**src/rtl/rcc_pkg.sv**
```systemverilog
// Shared types and defaults for the domain reset/clock sequencer.
package rcc_pkg;

  // Per-domain FSM state encoding
  typedef enum logic [2:0] {
    ST_OFF      = 3'd0,
    ST_RST_HOLD = 3'd1,
    ST_CLK_WAIT = 3'd2,
    ST_RUN      = 3'd3,
    ST_STOP     = 3'd4
  } dom_st_e;

  localparam int RST_DUR_DEF    = 10;
  localparam int CLK_ON_DLY_DEF = 8;

  // Per-domain request bundle (sliced out of the top-level vectors)
  typedef struct packed {
    logic pwr_ok;
    logic sw_rst;
    logic sleep;
    logic busy;
    logic wkup;
  } dom_req_t;

  // Per-domain response bundle
  typedef struct packed {
    logic rst_n;
    logic clk_en;
    logic stop_req;
    logic run;
  } dom_rsp_t;

  // Counter width wide enough for the longer of the two timed phases
  function automatic int cnt_w(input int a, input int b);
    return $clog2(((a > b) ? a : b) + 1);
  endfunction

endpackage

```
**src/rtl/rcc_dom_rst_fsm.sv**
```systemverilog
// One power domain: OFF -> RST_HOLD -> CLK_WAIT -> RUN <-> STOP sequencer.
module rcc_dom_rst_fsm
  import rcc_pkg::*;
#(
  parameter int RST_DUR    = RST_DUR_DEF,
  parameter int CLK_ON_DLY = CLK_ON_DLY_DEF
) (
  input  logic     clk,
  input  logic     rst_n,
  input  logic     arcg_on,
  input  dom_req_t req,
  output dom_rsp_t rsp
);

  localparam int CW = cnt_w(RST_DUR, CLK_ON_DLY);
  localparam logic [CW-1:0] HOLD_LAST = CW'(RST_DUR - 1);
  // Only meaningful when CLK_ON_DLY > 0; the zero case bypasses CLK_WAIT
  localparam logic [CW-1:0] WAIT_LAST = CW'(CLK_ON_DLY - 1);

  dom_st_e       st, st_nxt;
  logic [CW-1:0] cnt, cnt_nxt;
  dom_rsp_t      rsp_nxt;

  // State, counter and decoded outputs are all registered together
  always_ff @(posedge clk or negedge rst_n) begin
    if (!rst_n) begin
      st  <= ST_OFF;
      cnt <= '0;
      rsp <= '0;
    end else begin
      st  <= st_nxt;
      cnt <= cnt_nxt;
      rsp <= rsp_nxt;
    end
  end

  // Next state: power loss beats software reset beats normal flow
  always_comb begin
    st_nxt  = st;
    cnt_nxt = '0;
    if (!req.pwr_ok) begin
      st_nxt = ST_OFF;
    end else if (req.sw_rst) begin
      st_nxt = ST_RST_HOLD;
    end else begin
      case (st)
        ST_OFF:      st_nxt = ST_RST_HOLD;
        ST_RST_HOLD: begin
          if (cnt == HOLD_LAST) st_nxt = (CLK_ON_DLY > 0) ? ST_CLK_WAIT : ST_RUN;
          else                  cnt_nxt = cnt + CW'(1);
        end
        ST_CLK_WAIT: begin
          if (cnt == WAIT_LAST) st_nxt = ST_RUN;
          else                  cnt_nxt = cnt + CW'(1);
        end
        ST_RUN:      if (req.sleep && !req.busy) st_nxt = ST_STOP;
        ST_STOP:     if (req.wkup) st_nxt = ST_RUN;
        default:     st_nxt = ST_OFF;
      endcase
    end
  end

  // Output decode from the next state so outputs land with the state change
  always_comb begin
    rsp_nxt = '0;
    case (st_nxt)
      ST_RST_HOLD: rsp_nxt.clk_en = 1'b1;
      ST_CLK_WAIT: begin
        rsp_nxt.rst_n  = 1'b1;
        rsp_nxt.clk_en = ~arcg_on;
      end
      ST_RUN: begin
        rsp_nxt.rst_n  = 1'b1;
        rsp_nxt.clk_en = 1'b1;
        rsp_nxt.run    = 1'b1;
      end
      ST_STOP: begin
        rsp_nxt.rst_n    = 1'b1;
        rsp_nxt.stop_req = 1'b1;
      end
      default: rsp_nxt = '0;
    endcase
  end

endmodule

```
**src/rtl/rcc_dom_rst_seq.sv**
```systemverilog
// Top level: one independent sequencer per power domain.
module rcc_dom_rst_seq
  import rcc_pkg::*;
#(
  parameter int NDOM       = 3,
  parameter int RST_DUR    = RST_DUR_DEF,
  parameter int CLK_ON_DLY = CLK_ON_DLY_DEF
) (
  input  logic            clk,
  input  logic            rst_n,
  input  logic            arcg_on,
  input  logic [NDOM-1:0] dom_pwr_ok,
  input  logic [NDOM-1:0] dom_sw_rst,
  input  logic [NDOM-1:0] dom_sleep,
  input  logic [NDOM-1:0] dom_busy,
  input  logic [NDOM-1:0] dom_wkup,
  output logic [NDOM-1:0] dom_rst_n,
  output logic [NDOM-1:0] dom_clk_en,
  output logic [NDOM-1:0] dom_stop_req,
  output logic [NDOM-1:0] dom_run
);

  for (genvar d = 0; d < NDOM; d++) begin : g_dom
    dom_req_t req;
    dom_rsp_t rsp;

    assign req = '{pwr_ok: dom_pwr_ok[d], sw_rst: dom_sw_rst[d], sleep: dom_sleep[d],
                   busy: dom_busy[d], wkup: dom_wkup[d]};

    rcc_dom_rst_fsm #(
      .RST_DUR    (RST_DUR),
      .CLK_ON_DLY (CLK_ON_DLY)
    ) u_fsm (
      .clk     (clk),
      .rst_n   (rst_n),
      .arcg_on (arcg_on),
      .req     (req),
      .rsp     (rsp)
    );

    assign dom_rst_n[d]    = rsp.rst_n;
    assign dom_clk_en[d]   = rsp.clk_en;
    assign dom_stop_req[d] = rsp.stop_req;
    assign dom_run[d]      = rsp.run;
  end

endmodule
```
**config.mk**
```make
export PLATFORM = sky130hd
export DESIGN_NAME = rcc_dom_rst_seq
export DESIGN_NICKNAME = d
export VERILOG_FILES = /design/src/rtl/rcc_pkg.sv /design/src/rtl/rcc_dom_rst_fsm.sv /design/src/rtl/rcc_dom_rst_seq.sv
export SDC_FILE = /design/constraint.sdc
export NUM_CORES = 1
export LEC_CHECK = 0
export CORE_ASPECT_RATIO = 1.25
export CORE_UTILIZATION = 51
export CTS_CLUSTER_SIZE = 30
export DETAILED_ROUTE_END_ITERATION = 16
export PLACE_DENSITY = 0.82
export SYNTH_ARGS = -nofsm -noshare
export SYNTH_HDL_FRONTEND = slang
export SYNTH_SLANG_ARGS = --single-unit
```
**constraint.sdc**
```tcl
create_clock -name clk -period 2 [get_ports clk]
set_input_delay 0.6 -clock clk [delete_from_list [all_inputs] [get_ports clk]]
set_output_delay 0.6 -clock clk [all_outputs]
set_load 0.02 [all_outputs]
```
==> impl_metrics.py, run 1 <==
metrics = {
    "placement": {
        "dp_slack_ns": -0.03992,
        "dp_cells": 233,
        "portBuffers": 29,
        "dp_hpwl_mm": 2.360,
        "place_congestion": 0.8370,
        "place_area_um2": 2021,
    },
    "setup_path": {
        "worstPathArrival_ns": 1.27,
        "r2r-start": "g_dom[0].u_fsm.cnt[1]",
        "regToRegSetupSlack_ns": 0.37,
        "cpMaxStageDelayCell": "clkdlybuf4s50_1",
        "critical_path_class": "reg -> out",
        "cp_num_buf_inv": 1,
        "crit_fanout": 1,
        "reg2reg_to": "g_dom[0].u_fsm.rsp[2]",
        "crit_required_ns": 1.40,
        "endpoint_kind": "primary output",
        "cp.depth": 1,
        "crit_family": "buffers and inverters",
        "start_kind": "flop",
        "crit_chain": "clkdlybuf4s50_1",
        "cpPeakStageDelay_ns": 0.61,
        "reg2regPathDepth": 7,
    },
    "die": {
        "rows": 22,
        "ioPinCount": 30,
        "die_x_um": 53.07,
        "die_h_um": 65.84,
        "core_area_um2": 3028,
        "dieArea_um2": 3494,
        "start_util_pct": 54.92,
    },
    "timing": {
        "final_max_slew_viol_count": 0,
        "fin_skew_ns": 0.007507,
        "whs_ns": 0.5026,
        "max_freq_ghz": 0.5346,
        "period_share_pct": 93.53,
        "slew_headroom_pct": 73.97,
        "hold_viol_final": 0,
        "worst_pin_slew_ns": 0.3854,
        "worst_slack_ns": 0.1293,
        "rsz0062_at_grt": "no",
        "setup_viol": 0,
        "finalCriticalPeriod_ns": 1.871,
    },
    "routing": {
        "drcViolationCount": 0,
        "ant_nets": 0,
        "dr_total_vias": 1327,
        "drt_pre_antenna_iters": 4,
        "wl_mm": 3.078,
        "wire_per_inst_um": 12.83,
        "drt-initial-drc-count": 19,
        "viasPerCell": 5.529,
    },
    "global_routing": {
        "grt_usage_pct": 20.73,
        "first_global_vias": 1274,
        "grt_pass1_wl_mm": 5.092,
        "grt_max_degree": 34,
        "gr-total-overflow": 0,
        "antenna_found_initial": 0,
    },
    "clock_tree": {
        "cts-root-buf": "clkbuf_4",
        "clk_path_buf_depth": 2,
        "cts_tree": "done",
        "cts_hold_buf": 0,
        "postCtsSetupRepairBufs": 0,
        "h-tree-depth": 2,
        "cts_made_buffers": 5,
        "clock-sinks": 33,
        "cts-resized-gates": 0,
        "clk_latency_ns": 0.33,
        "clk_pin_slew_ns": 0.09,
    },
    "worst_hold_path": {
        "holdPathEnd": "g_dom[2].u_fsm.cnt[0]",
        "holdPathStages": 1,
        "min_from": "g_dom[2].u_fsm.cnt[0]",
        "hold_class": "reg -> reg",
    },
    "yosys": {
        "syn_area_per_cell_um2": 10.08,
        "netlist_area_um2": 1663,
        "synth-seq-cells": 33,
        "syn-num-nets": 189,
        "synth-compound-area-share_pct": 14.00,
        "synth.area.mux_share_pct": 0,
        "syn_inst": 165,
        "synth_xor_area_share_pct": 1.580,
        "ys_types": 32,
        "ys_warn_count": 0,
        "synthSimpleGateAreaFrac_pct": 25.73,
        "synth_top_family_by_area": "simple AND/OR/NAND/NOR gates",
        "yosysSeqAreaShare_pct": 49.66,
        "synthAdderAreaFrac_pct": 4.515,
    },
    "pwr": {
        "p_leak_uw": 0.001001,
        "p_per_area_nw_per_um2": 566.4,
        "ir_drop_uv": 477.8,
    },
    "cells_and_area": {
        "mostFrequentLayoutCells": "dfrtp_1, clkdlybuf4s50_1, inv_1, nor2_1, nand2_1",
        "mostFrequentLayoutCell": "dfrtp_1",
        "area_growth_syn_to_layout_pct": 24.83,
        "fin_nets": 228,
        "antenna_cells": 0,
        "drive_gt1_share_pct": 9.804,
        "instances_no_fill": 240,
        "final_cell_area_um2": 2076,
    },
    "job": {
        "maxCapViolations": 0,
    },
    "run_status": {
        "status": "finished, final reports clean",
    },
}
## logic make-up after synthesis
family | after synthesis
AO/OA/AOI/OAI | 29
XOR/XNOR | 3
adder cells (fa/ha/maj) | 6
buffers and inverters | 20
flip-flops | 33
AND/OR/NAND/NOR | 74
## cells in the mapped netlist
| cell type | count | area (um2) |
|---|---|---|
| nand2_1 | 16 | 60.06 |
| nor3_1 | 1 | 5.000 |
| nand3b_1 | 3 | 22.52 |
| o41ai_4 | 1 | 27.53 |
| o21ai_0 | 8 | 40.04 |
| o21ai_1 | 1 | 5.000 |
| and3b_1 | 2 | 17.52 |
| nor3b_4 | 2 | 37.54 |
| o21ai_2 | 1 | 8.760 |
| nor3b_1 | 4 | 30.03 |
| ha_1 | 6 | 75.07 |
| xor2_1 | 3 | 26.28 |
| or2_2 | 1 | 6.260 |
| nor2b_1 | 2 | 12.51 |
| nor4b_2 | 1 | 15.01 |
| o41ai_2 | 2 | 32.53 |
| nand3_1 | 9 | 45.04 |
| nand2b_4 | 1 | 13.76 |
| o22ai_1 | 2 | 12.51 |
| and2b_1 | 2 | 15.01 |
| a21oi_1 | 5 | 25.02 |
| nor3_2 | 1 | 10.01 |
| nand2b_1 | 8 | 50.05 |
| a221oi_1 | 2 | 17.52 |
| inv_1 | 20 | 75.07 |
| nor2_1 | 20 | 75.07 |
| o21a_1 | 3 | 22.52 |
| a311o_1 | 1 | 10.01 |
| dfrtp_1 | 33 | 825.8 |
| o41ai_1 | 1 | 8.760 |
| and4bb_2 | 1 | 12.51 |
| a2111o_1 | 2 | 22.52 |
## flip-flops by register name, indices dropped and copies added, names as in the netlist
register and count:
g_dom.u_fsm.cnt 12, g_dom.u_fsm.rsp 12, g_dom.u_fsm.st 9
## per-layer routing
metal | vias up | track usage (%) | wire (um)
li1 | 640 | - | -
met1 | 635 | 20.49 | 1186
met2 | 44 | 36.87 | 1639
met3 | 8 | 5.057 | 184
met4 | 0 | 13.82 | 67
met5 | - | 0 | 0
## final cells by class
cell class | count | area (um2)
Timing Repair Buffer | 32 | 312.8
Multi-Input combinational cell | 112 | 762.0
Tap cell | 36 | 45.04
Inverter | 20 | 75.07
Fill cell | 237 | 952.2
Clock buffer | 7 | 55.05
Sequential cell | 33 | 825.8
## power breakdown
group / internal [uW] / switching, uW / total [uW]
combinational: 65.0 / 59.7 / 125
sequential: 678 / 11.5 / 689
clock: 166 / 196 / 362
## worst max path at each step
stage,startpoint,endpoint,slack (ns)
after floorplan,dom_busy[1],g_dom[1].u_fsm.rsp[2],0.50
after global placement,dom_busy[0],g_dom[0].u_fsm.rsp[2],0.01
after detailed placement,dom_busy[2],g_dom[2].u_fsm.rsp[2],-0.04
after CTS,g_dom[1].u_fsm.rsp[0],dom_run[1],0.11
after global routing,g_dom[1].u_fsm.rsp[0],dom_run[1],0.05
final,g_dom[2].u_fsm.rsp[2],dom_clk_en[2],0.13
## metrics by stage
stage	setup TNS [ns]	total power, uW	util [%]
finish	0	1176	68.55
global route	0	1243	68.55
CTS	0	1192	68.55
detailed placement	-0.03992	828.0	66.74
global placement	0	823.4	66.74
floorplan	0	753.7	-
Note: power is estimated with default switching activity, not from simulation.
==> run 2: changes to the inputs <==
CORE_MARGIN = 10   (was not set)
==> impl_metrics.py, run 2 (synthesis gave the netlist of run 1 again) <==
metrics = {
    "setup_path": {
        "cpMaxStageDelayCell": "clkdlybuf4s50_1",
        "crit_family": "buffers and inverters",
        "regToRegSetupSlack_ns": 0.36,
        "crit_fanout": 1,
        "critical_path_class": "reg -> out",
        "start_kind": "flop",
        "crit_required_ns": 1.40,
        "endpoint_kind": "primary output",
        "reg2regPathDepth": 7,
        "reg2reg_to": "g_dom[0].u_fsm.rsp[2]",
        "r2r-start": "g_dom[0].u_fsm.cnt[1]",
        "cp_num_buf_inv": 1,
        "cpPeakStageDelay_ns": 0.61,
        "worstPathArrival_ns": 1.22,
        "crit_chain": "clkdlybuf4s50_1",
    },
    "die": {
        "start_util_pct": 52.53,
        "core_area_um2": 3166,
        "ioPinCount": 30,
        "dieArea_um2": 5959,
        "die_x_um": 71.07,
        "die_h_um": 83.84,
        "rows": 23,
    },
    "routing": {
        "drcViolationCount": 0,
        "viasPerCell": 5.488,
        "ant_nets": 0,
        "drt_pre_antenna_iters": 4,
        "wire_per_inst_um": 15.04,
        "drt-initial-drc-count": 59,
        "dr_total_vias": 1317,
        "wl_mm": 3.609,
    },
    "cells_and_area": {
        "mostFrequentLayoutCells": "dfrtp_1, clkdlybuf4s50_1, inv_1, nor2_1, nand2_1",
        "seqCellArea_um2": 825.8,
        "mostFrequentLayoutCell": "dfrtp_1",
        "drive_gt1_share_pct": 9.360,
        "fill_cells": 249,
        "fin_nets": 226,
        "area_growth_syn_to_layout_pct": 27.69,
        "final_cell_area_um2": 2123,
        "multi_input_area_um2": 762.0,
        "antenna_cells": 0,
        "instances_no_fill": 240,
        "reg_top3": "g_dom.u_fsm.cnt x12, g_dom.u_fsm.rsp x12, g_dom.u_fsm.st x9",
    },
    "job": {
        "maxCapViolations": 0,
    },
    "global_routing": {
        "gr-total-overflow": 0,
        "grt_pass1_wl_mm": 6.016,
        "first_global_vias": 1338,
        "grt_usage_pct": 12.15,
        "grt_max_degree": 34,
        "antenna_found_initial": 0,
    },
    "pwr": {
        "power.share.switching_pct": 20.50,
        "combPwrFrac_pct": 8.7,
        "ir_drop_uv": 682.7,
        "switchingPower_uw": 296.1,
        "clkPwrFrac_pct": 43.5,
        "p_leak_uw": 0.001019,
        "pwr-share-seq_pct": 47.8,
        "p_per_area_nw_per_um2": 680.3,
        "cellInternalPower_uw": 1148,
        "finalPower_uw": 1444,
    },
    "timing": {
        "rsz0062_at_grt": "no",
        "max_freq_ghz": 0.5491,
        "finalCriticalPeriod_ns": 1.821,
        "worst_slack_ns": 0.1788,
        "setup_viol": 0,
        "worst_pin_slew_ns": 0.4246,
        "final_max_slew_viol_count": 0,
        "period_share_pct": 91.06,
        "slew_headroom_pct": 71.33,
        "fin_skew_ns": 0.003120,
        "hold_viol_final": 0,
    },
    "clock_tree": {
        "clock-sinks": 33,
        "clk_pin_slew_ns": 0.06,
        "cts_tree": "done",
        "cts-resized-gates": 0,
        "clk_path_buf_depth": 2,
        "clk_latency_ns": 0.28,
        "h-tree-depth": 2,
        "cts-root-buf": "clkbuf_8",
        "postCtsSetupRepairBufs": 0,
        "cts_hold_buf": 0,
        "cts_made_buffers": 5,
    },
    "run_status": {
        "status": "finished, final reports clean",
    },
    "worst_hold_path": {
        "holdPathStages": 1,
        "min_from": "g_dom[0].u_fsm.cnt[0]",
        "holdPathEnd": "g_dom[0].u_fsm.cnt[0]",
        "hold_class": "reg -> reg",
    },
    "placement": {
        "dp_slack_ns": -0.02851,
        "place_area_um2": 2007,
        "dp_cells": 232,
        "place_congestion": 0.8877,
        "dp_hpwl_mm": 2.792,
        "portBuffers": 29,
    },
}
==> run 2: per-stage QoR <==
step	hold WS (ns)	utilization (%)	TNS (ns)
3_5_place_dp	0.4833	63.40	-0.05895
3_3_place_gp	0.4733	63.40	0
4_1_cts	0.4915	67.08	0
5_1_grt	0.5100	67.08	0
6_report	0.4892	67.08	0
2_1_floorplan	0.3044	-	0
==> run 2: final cells by class <==
class                           count  area share [%]
Multi-Input combinational cell    112           35.89
Inverter                           20           3.536
Timing Repair Buffer               30           14.02
Clock buffer                        7           4.066
Tap cell                           37           2.180
Sequential cell                    33           38.89
Clock inverter                      1           1.414
==> run 2: how the worst max path moves through the flow <==
stage                           from                    end  slack (ns)  cells after the start
3_5_place_dp             dom_busy[0]  g_dom[0].u_fsm.rsp[2]       -0.03                      6
6_report       g_dom[0].u_fsm.rsp[3]           dom_rst_n[0]        0.18                      1
4_1_cts        g_dom[0].u_fsm.rsp[3]           dom_rst_n[0]        0.16                      1
2_1_floorplan            dom_busy[1]  g_dom[1].u_fsm.rsp[2]        0.50                      5
5_1_grt                  dom_busy[2]  g_dom[2].u_fsm.rsp[2]        0.12                      6
3_3_place_gp             dom_busy[2]  g_dom[2].u_fsm.rsp[2]       0.002                      6
==> run 2: power by group through the flow <==
stage	Sequential [uW]	Clock, uW	Combinational (uW)
2_1_floorplan	706	0	48.2
3_3_place_gp	702	0	121
3_5_place_dp	702	0	126
4_1_cts	690	644	127
5_1_grt	692	666	137
6_report	691	629	125
==> run 2: layer usage <==
| layer | vias up | share of wire (%) | GRT usage [%] |
|---|---|---|---|
| met4 | 0 | 2.5 | 5.996 |
| met5 | - | 0 | 0 |
| met2 | 36 | 54 | 21.57 |
| met3 | 9 | 4.4 | 3.929 |
| met1 | 636 | 39 | 12.20 |
| li1 | 636 | - | - |
